File: src/rtl/epu_sram_pkg.sv
// rtl/epu_sram_pkg.sv - shared types and bank selector codes for the EPU SRAM arbiter
package epu_sram_pkg;

   typedef enum logic [1:0] {
      BANK_IMAGE0,
      BANK_WEIGHT,
      BANK_IMAGE1,
      BANK_NONE
   } bank_e;

   localparam logic [2:0] BANK_SEL_IMAGE0 = 3'b011;
   localparam logic [2:0] BANK_SEL_WEIGHT = 3'b100;
   localparam logic [2:0] BANK_SEL_IMAGE1 = 3'b101;

   typedef enum logic [1:0] {
      ARB_IDLE,
      ARB_OWN0,
      ARB_OWN1
   } arb_state_e;

   // One outstanding beat: rd = read data due, err = undecoded address, owner = requester index
   typedef struct packed {
      logic rd;
      logic err;
      logic owner;
   } pipe_t;

endpackage

File: src/rtl/epu_bank_decode.sv
// rtl/epu_bank_decode.sv - address bank selector to bank id and active-low chip enables
module epu_bank_decode
   import epu_sram_pkg::*;
(
   input  logic [2:0] bank_sel,
   output bank_e      bank,
   output logic [2:0] ceb
);

   // ceb[0]=image0, ceb[1]=weight, ceb[2]=image1
   always_comb begin
      bank = BANK_NONE;
      ceb  = 3'b111;
      case (bank_sel)
         BANK_SEL_IMAGE0: begin
            bank = BANK_IMAGE0;
            ceb  = 3'b110;
         end
         BANK_SEL_WEIGHT: begin
            bank = BANK_WEIGHT;
            ceb  = 3'b101;
         end
         BANK_SEL_IMAGE1: begin
            bank = BANK_IMAGE1;
            ceb  = 3'b011;
         end
         default: begin
            bank = BANK_NONE;
            ceb  = 3'b111;
         end
      endcase
   end

endmodule

File: src/rtl/epu_sram_arbiter.sv
// rtl/epu_sram_arbiter.sv - two-requester burst-locked round-robin arbiter for the EPU system SRAM
module epu_sram_arbiter
   import epu_sram_pkg::*;
#(
   parameter int DATA_W  = 32,
   parameter int ADDR_W  = 32,
   parameter int SRAM_AW = 14
)
(
   input  logic               clk,
   input  logic               rst,
   input  logic               epu_busy,
   input  logic               r0_req,
   input  logic               r0_last,
   input  logic               r0_we,
   input  logic [ADDR_W-1:0]  r0_addr,
   input  logic [DATA_W-1:0]  r0_wdata,
   output logic               r0_gnt,
   output logic               r0_rvalid,
   output logic [DATA_W-1:0]  r0_rdata,
   output logic               r0_err,
   input  logic               r1_req,
   input  logic               r1_last,
   input  logic               r1_we,
   input  logic [ADDR_W-1:0]  r1_addr,
   input  logic [DATA_W-1:0]  r1_wdata,
   output logic               r1_gnt,
   output logic               r1_rvalid,
   output logic [DATA_W-1:0]  r1_rdata,
   output logic               r1_err,
   output logic               sram_image0_ceb,
   output logic               sram_weight_ceb,
   output logic               sram_image1_ceb,
   output logic               sram_web,
   output logic [SRAM_AW-1:0] sram_a,
   output logic [DATA_W-1:0]  sram_di,
   input  logic [DATA_W-1:0]  sram_do
);

   arb_state_e          state;
   arb_state_e          state_nxt;
   logic                rr_ptr;
   logic                rr_ptr_nxt;
   pipe_t               pipe;
   pipe_t               pipe_nxt;

   logic                granted;
   logic                sel;
   logic                sel_we;
   logic                sel_last;
   logic [ADDR_W-1:0]   sel_addr;
   logic [DATA_W-1:0]   sel_wdata;
   bank_e               bank;
   logic [2:0]          bank_ceb;

   // Only word address and bank selector participate in decoding
   logic                unused_addr_bits;
   assign unused_addr_bits = ^{r0_addr[ADDR_W-1:19], r0_addr[1:0],
                               r1_addr[ADDR_W-1:19], r1_addr[1:0]};

   assign granted   = r0_gnt | r1_gnt;
   assign sel       = r1_gnt;
   assign sel_we    = sel ? r1_we    : r0_we;
   assign sel_last  = sel ? r1_last  : r0_last;
   assign sel_addr  = sel ? r1_addr  : r0_addr;
   assign sel_wdata = sel ? r1_wdata : r0_wdata;

   epu_bank_decode u_bank_decode (
      .bank_sel (sel_addr[18:16]),
      .bank     (bank),
      .ceb      (bank_ceb)
   );

   always_ff @(posedge clk) begin
      if (rst) begin
         state  <= ARB_IDLE;
         rr_ptr <= 1'b0;
         pipe   <= '0;
      end else begin
         state  <= state_nxt;
         rr_ptr <= rr_ptr_nxt;
         pipe   <= pipe_nxt;
      end
   end

   always_comb begin
      state_nxt  = state;
      rr_ptr_nxt = rr_ptr;
      if (granted) begin
         if (sel_last) begin
            state_nxt  = ARB_IDLE;
            rr_ptr_nxt = ~sel;
         end else begin
            state_nxt  = sel ? ARB_OWN1 : ARB_OWN0;
         end
      end
      // Pipe advances every cycle so a read already in flight completes even under epu_busy
      pipe_nxt.rd    = granted & ~sel_we;
      pipe_nxt.err   = granted & (bank == BANK_NONE);
      pipe_nxt.owner = sel;
   end

   always_comb begin
      r0_gnt = 1'b0;
      r1_gnt = 1'b0;
      if (!epu_busy) begin
         case (state)
            ARB_IDLE: begin
               if (rr_ptr == 1'b0) begin
                  r0_gnt = r0_req;
                  r1_gnt = r1_req & ~r0_req;
               end else begin
                  r1_gnt = r1_req;
                  r0_gnt = r0_req & ~r1_req;
               end
            end
            ARB_OWN0: r0_gnt = r0_req;
            ARB_OWN1: r1_gnt = r1_req;
            default: begin
               r0_gnt = 1'b0;
               r1_gnt = 1'b0;
            end
         endcase
      end

      sram_image0_ceb = 1'b1;
      sram_weight_ceb = 1'b1;
      sram_image1_ceb = 1'b1;
      sram_web        = 1'b1;
      sram_a          = '0;
      sram_di         = '0;
      if (r0_gnt | r1_gnt) begin
         sram_image0_ceb = bank_ceb[0];
         sram_weight_ceb = bank_ceb[1];
         sram_image1_ceb = bank_ceb[2];
         sram_web        = ~sel_we;
         sram_a          = sel_addr[SRAM_AW+1:2];
         sram_di         = sel_wdata;
      end

      r0_rvalid = pipe.rd  & ~pipe.owner;
      r1_rvalid = pipe.rd  &  pipe.owner;
      r0_err    = pipe.err & ~pipe.owner;
      r1_err    = pipe.err &  pipe.owner;
      r0_rdata  = (r0_rvalid && !pipe.err) ? sram_do : '0;
      r1_rdata  = (r1_rvalid && !pipe.err) ? sram_do : '0;
   end

endmodule

File: config.mk
export PLATFORM = sky130hd
export DESIGN_NAME = epu_sram_arbiter
export DESIGN_NICKNAME = d
export VERILOG_FILES = /design/src/rtl/epu_sram_pkg.sv /design/src/rtl/epu_bank_decode.sv /design/src/rtl/epu_sram_arbiter.sv
export SDC_FILE = /design/constraint.sdc
export NUM_CORES = 1
export LEC_CHECK = 0
export BUFFER_PORTS_ARGS = -buffer_cell sky130_fd_sc_hd__buf_2
export CELL_PAD_IN_SITES_DETAIL_PLACEMENT = 0
export CELL_PAD_IN_SITES_GLOBAL_PLACEMENT = 2
export CORE_UTILIZATION = 10
export DETAILED_ROUTE_END_ITERATION = 6
export PLACE_DENSITY = 0.95
export SLEW_MARGIN = 25
export SYNTH_ARGS = -nofsm -noshare
export SYNTH_HDL_FRONTEND = slang
export SYNTH_SLANG_ARGS = --single-unit
File: constraint.sdc
create_clock -name clk -period 2.15 [get_ports clk]
set_clock_uncertainty 0.15 [all_clocks]
set_input_delay 0.215 -clock clk [delete_from_list [all_inputs] [get_ports clk]]
set_output_delay 0.215 -clock clk [all_outputs]
set_load 0.1 [all_outputs]
==> results of run 1 <==
worst max-delay path, delay by kind of cell, from the launching register on:
family | cells | cell delay [ns]
mux | 1 | 0.14
compound gates | 1 | 0.10
flops | 1 | 0.33
buf+inv | 3 | 0.48
simple gates | 2 | 0.50
power by group through the flow:
stage                     sequential, W  clock [W]  combinational [W]
after detailed placement       0.000127          0            0.00147
after CTS                      0.000126   0.000305            0.00149
after global placement         0.000127          0            0.00146
after global routing           0.000128   0.000310            0.00161
after floorplan                0.000125          0           0.000918
final                          0.000126   0.000300            0.00155
layout by cell type, fill, tap and decap left out, types with 3 or more instances in the layout:
master     Yosys  final
and2_1        66     66
nor2b_1        4      4
buf_12         0    108
buf_6          0      4
buf_4          0     15
a21oi_4        0     46
nand2_1       96     87
nand2_2        0      9
nor2_1         6      6
dfxtp_1        6      4
buf_2          3    153
clkbuf_16      0      8
nor3b_4        0      3
worst max path at each step:
stage | slack (ns) | from | endpoint
floorplan | -0.28 | state[0]$_SDFFE_PP0P_ | sram_a[10]
global placement | 0.16 | epu_busy | sram_weight_ceb
detailed placement | 0.14 | epu_busy | sram_weight_ceb
CTS | 0.006 | state[1]$_SDFFE_PP0P_ | sram_weight_ceb
global route | -0.04 | state[1]$_SDFFE_PP0P_ | sram_web
finish | 0.003 | state[0]$_SDFFE_PP0P_ | sram_web
cell families after synthesis:
group	Yosys count	share of synthesized area (%)
buffers and inverters	24	6.42
multiplexers	2	1.37
flip-flops	6	8.21
AND/OR/NAND/NOR	185	63.1
AO/OA/AOI/OAI	55	20.9
what timing repair did:
item	CTS	global route
cloned	1	7
hold endpoints to repair	0	0
setup buffers	2	7
endpoints found under the setup margin	44	51
pin swaps	1	10
gates resized for setup	7	27
per-layer routing:
| metal | vias up | track usage [%] |
|---|---|---|
| met1 | 1273 | 9.86 |
| met2 | 168 | 26.2 |
| met3 | 6 | 3.87 |
| li1 | 1413 | - |
| met4 | 0 | 1.37 |
| met5 | - | 0 |
through the flow:
stage	utilization [%]	std cells	power, W	hold WS, ns
after floorplan	-	272	0.00104	0.137
after global placement	36.5	702	0.00159	0.272
after detailed placement	36.5	702	0.00160	0.285
after CTS	37.5	708	0.00192	0.0425
after global routing	39.6	722	0.00205	0.0568
final	39.6	722	0.00198	0.0389
area by class of cell:
class	instances	area, um^2
clock buffers	3	75.1
fillers	1378	8510
inverters	2	20.0
multi-input cells	242	1870
flip-flops and latches	6	123
well taps	180	225
repair buffers	288	3270
repair inverters	1	5.00
state kept, by name (all words and copies together) (netlist names):
name	flops
rr_ptr	1
state	2
pipe	3
==> results.tsv, run 1 <==
stage	metric	value	unit
floorplanning	Die Height	123	um
timing	headroom to the max-slew limit	66.6	%
synthesis	async set or reset register ratio after synthesis	0	%
worst_setup_path	crit path max fanout	19	
flow_run	Max-Cap Viols	0	
power_and_ir_drop	power per cell area	354	nW/um^2
synthesis	Synthesized Nets	441	
power_and_ir_drop	Switch Pwr	0.00105	W
global_routing	gr ovfl total	0	
clock_tree	clk sink count	6	
clock_tree	CTS root buf	clkbuf_16	
power_and_ir_drop	static leakage	2.45	nW
worst_setup_path	CP Capture Type	output port	
floorplanning	io pins	289	
synthesis	top_reg_cell synth	dfxtp_1	
synthesis	Synth Cell Area	1460	um^2
synthesis	most frequent cell after synthesis	nand2_1	
global_routing	pin count of the biggest net entering global routing	38	
floorplanning	Die W	123	um
synthesis	Yosys top cell area share	28.2	%
worst_setup_path	R2R Setup Slk	0.29	ns
timing	worst setup margin	0.00254	ns
drt	WL met3	1040	um
clock_tree	Hold-fix buffers, CTS	0	
finish	area delta synth->final	282	%
placed_design	hpwl dp	8050	um
synthesis	top cells by count, synth	96 x nand2_1, 66 x and2_1, 47 x a21oi_1	
worst_hold_path	hold endpoint	state[0]$_SDFFE_PP0P_	
worst_setup_path	CP max stage cell	dfxtp_2	
worst_hold_path	Worst Hold Class	primary input to flip-flop	
timing	pins over their slew limit	0	
worst_hold_path	WHS Path Cells	2	
synthesis	Yosys warnings	0	
synthesis	Netlist cell types	24	
drt	max layer used	met4	
global_routing	first-pass GRT wire length	13700	um
finish	share of layout cells above drive strength 1	67.0	%
floorplanning	Std-Cell Rows	43	
clock_tree	clock slew at reported path FFs	0.04	ns
finish	Final nets	713	
clock_tree	clock buffer count from CTS	3	
drt	WL met1	3150	um
finish	fin area	5590	um^2
timing	f_max	0.466	GHz
clock_tree	worst skew pair latency	0.23	ns
drt	post-route ant nets	0	
clock_tree	H-tree levels	1	
global_routing	vias in the first global route	2808	
power_and_ir_drop	sequential share of power	6.4	%
timing	Sum Neg Setup Slack	0	ns
floorplanning	core area	14100	um^2
drt	routed via count	2860	
power_and_ir_drop	Power Internal	0.000926	W
drt	DRC viols	0	
worst_setup_path	CP arrival	1.78	ns
floorplanning	Initial Util	10.4	%
timing	Final Setup Violations	0	
worst_setup_path	FF-to-FF Start	state[0]$_SDFFE_PP0P_	
clock_tree	clk buf depth	2	
placed_design	dpl ws	0.140	ns
worst_hold_path	worst hold start	r0_last	
run_status	status	complete, no violations	
drt	number of DRC markers in iteration 0	58	
drt	routed wl met2	6020	um
worst_setup_path	Reg2Reg Depth	6	
synthesis	Synth Area per Inst	5.38	um^2
worst_setup_path	R2R Path End	pipe[1]$_SDFF_PP0_	
worst_setup_path	CP cell instances	nor3b_4 > o21ai_4 > buf_12 > buf_12 > mux2i_1 > or2_4 > buf_12	
worst_setup_path	critical path required time	1.78	ns
timing	RSZ-0062 raised after global routing	yes	
synthesis	synth top area cells	and2_1 28%, nand2_1 25%, a21oi_1 16%, dfxtp_1 8.2%, clkbuf_1 4.9%	
worst_setup_path	Worst path max stage delay	0.33	ns
placed_design	port bufs	258	
synthesis	synthesized flop and latch total	6	
power_and_ir_drop	clock power share	15.2	%
placed_design	routability cong.	0.706	
synthesis	number of enable flip-flop cells after synthesis	0	
synthesis	largest area contributor in the netlist	and2_1	
timing	Worst Tran Pin Value	0.504	ns
power_and_ir_drop	Combinational Power Share	78.5	%
timing	Final Critical Period	2.15	ns
drt	DR pass1 iterations	4	
power_and_ir_drop	worst ir drop on vdd	168	uV
global_routing	initial antenna violation count	1	
drt	DRT Wirelength	10200	um
drt	routed vias/inst	3.96	
finish	Antenna diodes	0	
timing	Tcrit/Tclk final	99.9	%
drt	routed len/inst	14.2	um
clock_tree	CTS tree	built	
worst_setup_path	crit start category	flip-flop	
worst_setup_path	kind of critical path	flip-flop to output port	
synthesis	sequential-to-total area share from yosys stat	8.21	%
placed_design	area post-placement	5140	um^2
synthesis	Mapped Cells	272	
global_routing	GR Util All Layers	11.8	%
floorplanning	die area	15100	um^2
timing	Final Hold Fails	0	
power_and_ir_drop	switch share	53.2	%
worst_setup_path	most used cell, CP	buf_12	
No activity file was read; power rests on OpenSTA's default activity.
==> run 2, diff against run 1 <==
--- a/config.mk
+++ b/config.mk
@@ -11,6 +11,7 @@
 export CORE_UTILIZATION = 10
 export DETAILED_ROUTE_END_ITERATION = 6
 export PLACE_DENSITY = 0.95
+export SETUP_SLACK_MARGIN = 0.02
 export SLEW_MARGIN = 25
 export SYNTH_ARGS = -nofsm -noshare
 export SYNTH_HDL_FRONTEND = slang
==> run 2 against run 1 <==
Utilization up 0.99 points. Global-route usage shrank 0.57 points. Via count decreased by 1.6%. Cell area grew 2.5%. Power is 0.34% higher. Maximum frequency is 0.35% higher. Sequential power barely moved. Die area unchanged. Worst hold slack worse by 0.010 ns. Setup slack gained 0.0074 ns. Register-to-register slack got worse by 0.16 ns. Critical path type unchanged.
==> results.tsv, run 2 (synthesized netlist as in run 1, its figures left out) <==
stage	metric	value	unit	change
drt	number of DRC markers in iteration 0	43		was 58
timing	Worst Tran Pin Value	0.496	ns	was 0.504 ns
finish	share of layout cells above drive strength 1	69.0	%	was 67.0%
worst_setup_path	Worst Path Buf+Inv	3		unchanged
finish	top flop regs	pipe: 3 flops, state: 2 flops, rr_ptr: 1 flops		unchanged
clock_tree	CTS tree	built		unchanged
drt	post-route ant nets	0		unchanged
global_routing	gr ovfl total	0		unchanged
worst_setup_path	CP cell instances	nor3b_4 > o21ai_4 > buf_4 > buf_6 > mux2i_1 > or2_4 > buf_12		was nor3b_4 > o21ai_4 > buf_12 > buf_12 > mux2i_1 > or2_4 > buf_12
clock_tree	clock slew at reported path FFs	0.03	ns	was 0.04 ns
drt	DRC viols	0		unchanged
clock_tree	H-tree levels	1		unchanged
worst_setup_path	critical path required time	1.78	ns	about the same
placed_design	routability cong.	0.741		was 0.706
worst_hold_path	Worst Hold Class	primary input to flip-flop		unchanged
worst_setup_path	kind of critical path	flip-flop to output port		unchanged
floorplanning	Die W	123	um	unchanged
timing	Sum Neg Setup Slack	0	ns	unchanged
worst_setup_path	crit path max fanout	6		was 19
worst_setup_path	CP arrival	1.78	ns	about the same
timing	f_max	0.467	GHz	was 0.466 GHz
run_status	status	complete, no violations		unchanged
placed_design	area post-placement	5310	um^2	was 5140 um^2
floorplanning	io pins	289		unchanged
drt	DR pass1 iterations	4		unchanged
finish	Antenna diodes	0		unchanged
worst_setup_path	Crit path max-delay family	simple AND/OR/NAND/NOR gates		unchanged
clock_tree	Hold-fix buffers, CTS	0		unchanged
worst_setup_path	R2R Setup Slk	0.13	ns	was 0.29 ns
worst_setup_path	Worst path max stage delay	0.35	ns	was 0.33 ns
floorplanning	Die Height	123	um	unchanged
timing	headroom to the max-slew limit	67.1	%	was 66.6%
clock_tree	clk buf depth	2		unchanged
finish	Biggest register	pipe		unchanged
worst_setup_path	crit start category	flip-flop		unchanged
global_routing	vias in the first global route	2782		was 2808
floorplanning	core area	14100	um^2	unchanged
finish	most common cell after layout, fill and taps aside	buf_2		unchanged
clock_tree	CTS root buf	clkbuf_16		unchanged
timing	Final Setup Violations	0		unchanged
timing	Final Critical Period	2.14	ns	was 2.15 ns
worst_setup_path	CP max stage cell	dfxtp_4		was dfxtp_2
placed_design	hpwl dp	7870	um	was 8050 um
power_and_ir_drop	power per cell area	347	nW/um^2	was 354 nW/um^2
placed_design	port bufs	258		unchanged
power_and_ir_drop	static leakage	2.48	nW	was 2.45 nW
placed_design	Cell Count Post-Placement	706		was 702
worst_setup_path	crit path launch	state[0]$_SDFFE_PP0P_		unchanged
power_and_ir_drop	worst ir drop on vdd	171	uV	was 168 uV
drt	routed via count	2814		was 2860
finish	Final nets	713		unchanged
finish	max reg flops	3		unchanged
drt	routed len/inst	12.9	um	was 14.2 um
timing	Final Hold Fails	0		unchanged
worst_setup_path	Reg2Reg Depth	6		unchanged
global_routing	initial antenna violation count	0		was 1
drt	routed vias/inst	3.90		was 3.96
drt	DRT Wirelength	9290	um	was 10200 um
finish	most frequent cells in the layout	143 x buf_2, 116 x buf_12, 76 x nand2_1		was 153 x buf_2, 108 x buf_12, 87 x nand2_1
finish	Layout fillers	1351		was 1378
worst_hold_path	worst hold start	r0_last		unchanged
finish	Cell Count, Final, Fillers Out	722		unchanged
timing	Tcrit/Tclk final	99.5	%	was 99.9%
finish	fin area	5730	um^2	was 5590 um^2
placed_design	dpl ws	0.119	ns	was 0.140 ns
worst_hold_path	WHS Path Cells	2		unchanged
timing	pins over their slew limit	0		unchanged
worst_setup_path	CP Capture Type	output port		unchanged
clock_tree	worst skew pair latency	0.23	ns	about the same
worst_setup_path	Critical Path Stages	7		unchanged
clock_tree	clock buffer count from CTS	3		unchanged
global_routing	GR Util All Layers	11.2	%	was 11.8%
worst_setup_path	FF-to-FF Start	state[1]$_SDFFE_PP0P_		was state[0]$_SDFFE_PP0P_
global_routing	pin count of the biggest net entering global routing	33		was 38
floorplanning	Initial Util	10.4	%	unchanged
floorplanning	Std-Cell Rows	43		unchanged
global_routing	first-pass GRT wire length	13300	um	was 13700 um
timing	RSZ-0062 raised after global routing	yes		unchanged
timing	worst setup margin	0.00998	ns	was 0.00254 ns
flow_run	Max-Cap Viols	0		unchanged
clock_tree	clk sink count	6		unchanged
floorplanning	die area	15100	um^2	unchanged
finish	area delta synth->final	291	%	was 282%
timing	Fin Hold WS	0.0288	ns	was 0.0389 ns
run 2: cell count changes in the layout (fill, tap and decap cells not counted), moves of 2 or more:
| cell | before | now |
|---|---|---|
| nand2_1 | 87 | 76 |
| buf_2 | 153 | 143 |
| buf_12 | 108 | 116 |
| nand2_2 | 9 | 15 |
| nand2_4 | 0 | 5 |
| buf_4 | 15 | 18 |
| nor3b_2 | 1 | 3 |
| nor3b_4 | 3 | 1 |
run 2: worst reg2reg max path: stages, from the launching register on:
cell and delay (ns):
dfxtp_2 0.31, nand2b_4 0.15, o21ai_4 0.27, clkinv_4 0.22, buf_8 0.20, or4_1 0.49
a21oi_1 0.15
run 2: report_power, final:
group / internal, W / switching (W)
logic: 0.000576 / 0.000981
registers: 0.000118 / 0.00000813
clock network: 0.000239 / 0.0000617
run 2: final timing paths:
check                               end
setup / recovery        sram_image0_ceb
hold / removal    state[0]$_SDFFE_PP0P_
setup reg to reg     pipe[1]$_SDFF_PP0_
hold reg to reg   state[1]$_SDFFE_PP0P_
run 2: what timing repair did:
item / 4_1_cts / 5_1_grt
endpoints found under the hold margin: 0 / 0
setup endpoints to repair: 49 / 50
gates resized for setup: 19 / 34
buffers inserted: 6 / 4
cloned: 0 / 4
pin swaps: 12 / 11
run 2: cell type report:
class,count,area (um^2),area share [%]
flip-flops and latches,6,125,2.19
multi-input cells,242,1910,33.4
repair buffers,289,3370,58.9
well taps,180,225,3.93
inverters,2,12.5,0.219
clock buffers,3,75.1,1.31
run 2: stage by stage:
stage                     total power, W  utilization, %
after global placement           0.00161            37.7
after global routing             0.00206            40.6
final                            0.00198            40.6
after detailed placement         0.00162            37.7
after CTS                        0.00195            39.0
after floorplan                  0.00104               -
run 2: metal layers:
layer	part of all wire, %	wire [um]	up-vias	track usage, %
li1	-	-	1411	-
met1	34	3170	1252	11.3
met2	56	5170	146	22.4
met3	9.7	897	5	3.51
met4	0.52	48	0	1.83
met5	0	0	-	0
